[src/rtl/maze_walker_dp.sv]
// Location datapath for the maze walker: holds the current {X,Y} cell, steps it
// through a three-state move handshake, and keeps a backtrack stack.
module maze_walker_dp #(
   parameter int                       COORD_W     = 4,
   parameter int                       STACK_DEPTH = 16,
   parameter logic [2*COORD_W-1:0]     START_LOC   = '0
) (
   input  logic                               clk,
   input  logic                               rst,
   input  logic [1:0]                         i_dir,
   input  logic                               i_move_req,
   input  logic                               i_push,
   input  logic                               i_pop,
   input  logic                               i_restore,
   output logic [2*COORD_W-1:0]               o_cur_loc,
   output logic [2*COORD_W-1:0]               o_nxt_loc,
   output logic                               o_at_edge,
   output logic [2*COORD_W-1:0]               o_stk_top,
   output logic                               o_busy,
   output logic                               o_move_done,
   output logic                               o_move_blk,
   output logic                               o_stk_empty,
   output logic                               o_stk_full,
   output logic [$clog2(STACK_DEPTH):0]       o_stk_cnt,
   output logic                               o_err_ovf,
   output logic                               o_err_unf
);

   localparam int LOC_W = 2 * COORD_W;
   localparam int PTR_W = $clog2(STACK_DEPTH);
   localparam int CNT_W = PTR_W + 1;

   typedef enum logic [1:0] {S_IDLE, S_CALC, S_COMMIT} state_t;

   state_t             r_state;
   state_t             w_state_nxt;
   logic [LOC_W-1:0]   r_cur_loc;
   logic [LOC_W-1:0]   r_temp;
   logic               r_move_done;
   logic               r_move_blk;
   logic [CNT_W-1:0]   r_cnt;
   logic               r_err_ovf;
   logic               r_err_unf;
   logic [LOC_W-1:0]   r_stack [STACK_DEPTH];

   logic [COORD_W-1:0] w_x, w_y, w_coord, w_coord_nxt;
   logic               w_axis_x, w_plus, w_at_edge;
   logic [LOC_W-1:0]   w_nxt_loc, w_stk_top;
   logic               w_idle, w_empty, w_full;
   logic               w_restore_acc, w_restore_pop;
   logic               w_push, w_pop, w_replace, w_do_push, w_do_pop;
   logic               w_push_ovf, w_pop_unf;
   logic               w_move_acc, w_move_blk;
   logic               w_wr_en;
   logic [CNT_W-1:0]   w_cnt_m1;
   logic [PTR_W-1:0]   w_top_idx, w_wr_idx;

   // Direction decode: odd parity selects the X axis, dir[0] selects +1.
   assign w_x         = r_cur_loc[LOC_W-1:COORD_W];
   assign w_y         = r_cur_loc[COORD_W-1:0];
   assign w_axis_x    = ^i_dir;
   assign w_plus      = i_dir[0];
   assign w_coord     = w_axis_x ? w_x : w_y;
   assign w_coord_nxt = w_plus ? (w_coord + COORD_W'(1)) : (w_coord - COORD_W'(1));
   assign w_at_edge   = w_plus ? (w_coord == '1) : (w_coord == '0);
   assign w_nxt_loc   = w_axis_x ? {w_coord_nxt, w_y} : {w_x, w_coord_nxt};

   assign w_idle    = (r_state == S_IDLE);
   assign w_empty   = (r_cnt == '0);
   assign w_full    = (r_cnt == CNT_W'(STACK_DEPTH));
   assign w_cnt_m1  = r_cnt - CNT_W'(1);
   assign w_top_idx = w_cnt_m1[PTR_W-1:0];
   assign w_stk_top = w_empty ? '0 : r_stack[w_top_idx];

   // An accepted restore owns the stack this cycle, so push/pop are masked.
   assign w_restore_acc = w_idle & i_restore;
   assign w_restore_pop = w_restore_acc & ~w_empty;
   assign w_push        = i_push & ~w_restore_acc;
   assign w_pop         = i_pop & ~w_restore_acc;
   assign w_replace     = w_push & w_pop & ~w_empty;
   assign w_do_push     = w_push & ~w_replace & ~w_full;
   assign w_push_ovf    = w_push & ~w_pop & w_full;
   assign w_do_pop      = (w_pop & ~w_push & ~w_empty) | w_restore_pop;
   assign w_pop_unf     = (w_pop & ~w_push & w_empty) | (w_restore_acc & w_empty);
   assign w_wr_en       = w_do_push | w_replace;
   assign w_wr_idx      = w_replace ? w_top_idx : r_cnt[PTR_W-1:0];

   assign w_move_acc = w_idle & i_move_req & ~i_restore & ~w_at_edge;
   assign w_move_blk = w_idle & i_move_req & ~i_restore & w_at_edge;

   always_comb begin
      // NOTE: default first so every path assigns the next state and no latch is inferred.
      w_state_nxt = r_state;
      case (r_state)
         S_IDLE:   if (w_move_acc) w_state_nxt = S_CALC;
         S_CALC:   w_state_nxt = S_COMMIT;
         S_COMMIT: w_state_nxt = S_IDLE;
         default:  w_state_nxt = S_IDLE;
      endcase
   end

   // NOTE: state uses non-blocking assignments so every register samples pre-edge values.
   always_ff @(posedge clk) begin
      if (!rst) begin
         r_state     <= S_IDLE;
         r_cur_loc   <= START_LOC;
         r_temp      <= '0;
         r_move_done <= 1'b0;
         r_move_blk  <= 1'b0;
         r_cnt       <= '0;
         r_err_ovf   <= 1'b0;
         r_err_unf   <= 1'b0;
      end else begin
         r_state     <= w_state_nxt;
         r_move_done <= (r_state == S_COMMIT);
         r_move_blk  <= w_move_blk;
         if (w_move_acc)
            r_temp <= w_nxt_loc;
         if (r_state == S_COMMIT)
            r_cur_loc <= r_temp;
         else if (w_restore_pop)
            r_cur_loc <= w_stk_top;
         if (w_do_push)
            r_cnt <= r_cnt + CNT_W'(1);
         else if (w_do_pop)
            r_cnt <= w_cnt_m1;
         if (w_push_ovf)
            r_err_ovf <= 1'b1;
         if (w_pop_unf)
            r_err_unf <= 1'b1;
      end
   end

   // NOTE: stack storage has no reset; the count alone defines which entries are valid.
   always_ff @(posedge clk) begin
      if (w_wr_en)
         r_stack[w_wr_idx] <= r_cur_loc;
   end

   assign o_cur_loc   = r_cur_loc;
   assign o_nxt_loc   = w_nxt_loc;
   assign o_at_edge   = w_at_edge;
   assign o_stk_top   = w_stk_top;
   assign o_busy      = ~w_idle;
   assign o_move_done = r_move_done;
   assign o_move_blk  = r_move_blk;
   assign o_stk_empty = w_empty;
   assign o_stk_full  = w_full;
   assign o_stk_cnt   = r_cnt;
   assign o_err_ovf   = r_err_ovf;
   assign o_err_unf   = r_err_unf;

endmodule
[config.mk]
export PLATFORM = sky130hd
export DESIGN_NAME = maze_walker_dp
export DESIGN_NICKNAME = d
export VERILOG_FILES = /design/src/rtl/maze_walker_dp.sv
export SDC_FILE = /design/constraint.sdc
export NUM_CORES = 1
export LEC_CHECK = 0
export ABC_CLOCK_PERIOD_IN_PS = 7700
export CAP_MARGIN = 20
export CELL_PAD_IN_SITES_DETAIL_PLACEMENT = 1
export CELL_PAD_IN_SITES_GLOBAL_PLACEMENT = 1
export CORE_UTILIZATION = 45
export CTS_CLUSTER_SIZE = 10
export DETAILED_ROUTE_END_ITERATION = 16
export PLACE_DENSITY = 0.74
export SYNTH_ARGS = -nofsm -noshare
export SYNTH_HDL_FRONTEND = slang
export SYNTH_SLANG_ARGS = --single-unit
[constraint.sdc]
create_clock -name clk -period 7.7 [get_ports clk]
set_input_delay 1.54 -clock clk [delete_from_list [all_inputs] [get_ports clk]]
set_output_delay 1.54 -clock clk [all_outputs]
set_load 0.03 [all_outputs]
==> flow_metrics.py <==
metrics = {
    "run_status": {
        "status": "completed",
    },
    "setup_path": {
        "crit_family": "buffers and inverters",
        "cpMostUsedCell": "clkdlybuf4s50_1",
        "critPathMaxFanout": 14,
        "crit_slowest_cell": "clkdlybuf4s50_1",
        "crit_chain": "clkdlybuf4s50_1 > xor2_2 > mux2_2 > ha_1 > a21oi_1 > a211oi_1 > a31oi_1 > xnor2_1 > clkdlybuf4s50_1",
        "cp-end-kind": "output pin",
        "cp.buffers_inverters": 2,
        "path_class": "input pin to output pin",
        "crit_path_max_incr_delay_ps": 720,
        "critPathLaunchType": "input pin",
        "critPathArrivalTime_ps": 5220,
        "required_ps": 6160,
    },
    "clock_network": {
        "clockRootBuffer": "clkbuf_16",
        "tritoncts": "yes",
        "cts_made_buffers": 17,
        "clkTransAtPathRegs_ps": 60,
        "clk_latency_ps": 420,
        "clockBufferDepth": 2,
        "cts_setup_buffers": 0,
        "ctsResizeCount": 0,
        "cts_sinks": 155,
        "cts-hold-fix-buffers": 0,
        "htree_levels": 4,
    },
    "synthesis": {
        "yosys-top-cells-area": "edfxtp_1 56%, mux4_2 10%, dfxtp_1 7.8%",
        "synth_area_um2": 6910,
        "post_synth.cell_area_avg_um2": 14.7,
        "synth_edf_count": 128,
        "synthFlopType": "edfxtp_1",
        "syn_inst": 470,
        "yosys.area.top_type": "edfxtp_1",
        "ys_seq_area_frac": 0.634,
        "yosysWarnings": 0,
        "async_flop_share": 0,
        "synth_nets": 484,
        "synth_cell_types": 57,
        "ys_ff_latch": 155,
        "yosysTopAreaCellShare": 0.556,
    },
    "detailed_routing": {
        "drt-pass1-iter-count": 4,
        "wl_per_cell_um": 24.2,
        "drc": 0,
        "viasPerCell": 6.13,
        "ant_nets": 0,
        "vias": 4344,
        "wl_um": 17200,
        "drtIter0Drc": 258,
    },
    "final_layout": {
        "final_common_cell": "edfxtp_1",
        "drive_gt1_frac": 0.164,
        "n_fill_cell": 1402,
        "final_cell_mix": "128 x edfxtp_1, 44 x clkdlybuf4s50_1, 34 x nor2_1, 32 x mux4_2, 26 x dfxtp_1",
        "nets": 526,
        "utilization": 0.548,
        "fin_area_um2": 8090,
        "area_growth_pct": 17.1,
        "diodes": 0,
    },
    "timing": {
        "timing.final.crit_share": 0.878,
        "rsz0062_at_grt": "no",
        "worstMarginPinSlew_ps": 1000,
        "max_freq_mhz": 148,
        "drv_slew": 0,
        "relSlewSlack": 0.329,
        "tns_ps": 0,
        "clock_skew_ps": 7.41,
        "finalSetupViolations": 0,
        "setup_ws_ps": 943,
        "hold_viol_final": 0,
        "period_needed_ps": 6760,
    },
    "global_routing": {
        "grt_pass1_wl_um": 26500,
        "grt_pass1_vias": 4351,
        "track_usage": 0.231,
        "gr-total-overflow": 0,
        "grt_max_degree": 40,
        "antenna_found_initial": 1,
    },
    "floorplan": {
        "ioPinCount": 45,
        "core_um2": 14800,
        "die_x_um": 126,
        "die_h_um": 126,
        "dieArea_um2": 15900,
        "initial_core_util": 0.468,
        "rows": 44,
    },
    "placed_design": {
        "postPlaceCellArea_um2": 7520,
        "port_buffers": 44,
        "globalplace.congestion": 0.822,
        "hpwl_um": 11000,
        "pre_cts_ws_ps": 945,
    },
    "power": {
        "power_density_nw_per_um2": 436,
        "max-vdd-ir-drop_mv": 0.194,
        "leakage_nw": 2.69,
    },
    "flow_run": {
        "cap_violations": 0,
    },
    "min_path": {
        "hp-class": "flip-flop to flip-flop",
    },
}
## metal layers
layer | track usage | share of wire | vias up | wire (um)
met5 | 0 | 0 | - | 0
met4 | 0.0914 | 0.020 | 0 | 344
met3 | 0.0429 | 0.037 | 23 | 635
met2 | 0.371 | 0.50 | 111 | 8610
met1 | 0.313 | 0.44 | 2279 | 7590
li1 | - | - | 1931 | -
## final timing paths
check | startpoint | to | slack (ps) | cells after the start
max | i_dir[0] | o_nxt_loc[7] | 940 | 9
min | o_err_unf$_SDFFE_PN0P_ | o_err_unf$_SDFFE_PN0P_ | 480 | 2
max reg2reg | o_stk_cnt[1]$_SDFFE_PN0P_ | r_stack[9][7]$_DFFE_PP_ | 3930 | 9
min reg2reg | o_err_unf$_SDFFE_PN0P_ | o_err_unf$_SDFFE_PN0P_ | 480 | 2
## power by group
part	leakage, nW	total, W	switching (W)	internal, W
Combinational	1.01	0.00158	0.000933	0.000649
Sequential	1.40	0.00113	0.000109	0.00102
Clock	0.272	0.000816	0.000321	0.000495
## area by class of cell
class / count / area, um^2 / share of cell area
Clock inverter: 7 / 93.8 / 0.0116
Inverter: 10 / 42.5 / 0.00526
Tap cell: 184 / 230 / 0.0285
Sequential cell: 155 / 4390 / 0.542
Multi-Input combinational cell: 273 / 2340 / 0.289
Clock buffer: 25 / 475 / 0.0588
Timing Repair Buffer: 55 / 523 / 0.0646
## flip-flops by register name (all words and copies together), names as in the netlist
signal and flops:
r_stack 128, o_cur_loc 8, r_temp 8, o_stk_cnt 5, r_state 2, o_err_ovf 1
o_err_unf 1, o_move_blk 1, o_move_done 1
## logic make-up after synthesis
kind of cell	count (synthesis)	synth area share
xor+xnor	8	0.0123
fa+ha+maj	6	0.0119
compound gates	87	0.0847
buf+inv	42	0.0288
flops	155	0.634
mux	56	0.140
simple gates	116	0.0882
## synth_stat cells (8+ instances only)
cell,count
o22a_1,9
a21oi_1,13
mux2i_1,20
dfxtp_1,27
a211oi_1,11
o21ai_0,20
edfxtp_1,128
mux4_2,32
nand3_1,13
nor2b_1,12
inv_1,8
buf_2,8
clkbuf_1,19
nand2_1,12
nor3_1,18
nor2_1,34
a22oi_1,9
## worst reg2reg max path, stage by stage, from the launching register on
cell and delay [ps]:
dfxtp_1 650, inv_1 230, ha_1 280, or4b_4 270
clkinv_4 120, nor2_1 570, a22oi_1 140, o22a_1 290
nor3_1 640, buf_4 280
## stage by stage
step                      total power, W  hold WS, ps  std cells
after floorplan                  0.00219          436        470
after global placement           0.00268          456        676
after detailed placement         0.00272          474        677
after CTS                        0.00355          482        709
after global routing             0.00368          513        709
final                            0.00352          478        709
No activity file was read; power rests on OpenSTA's default activity.
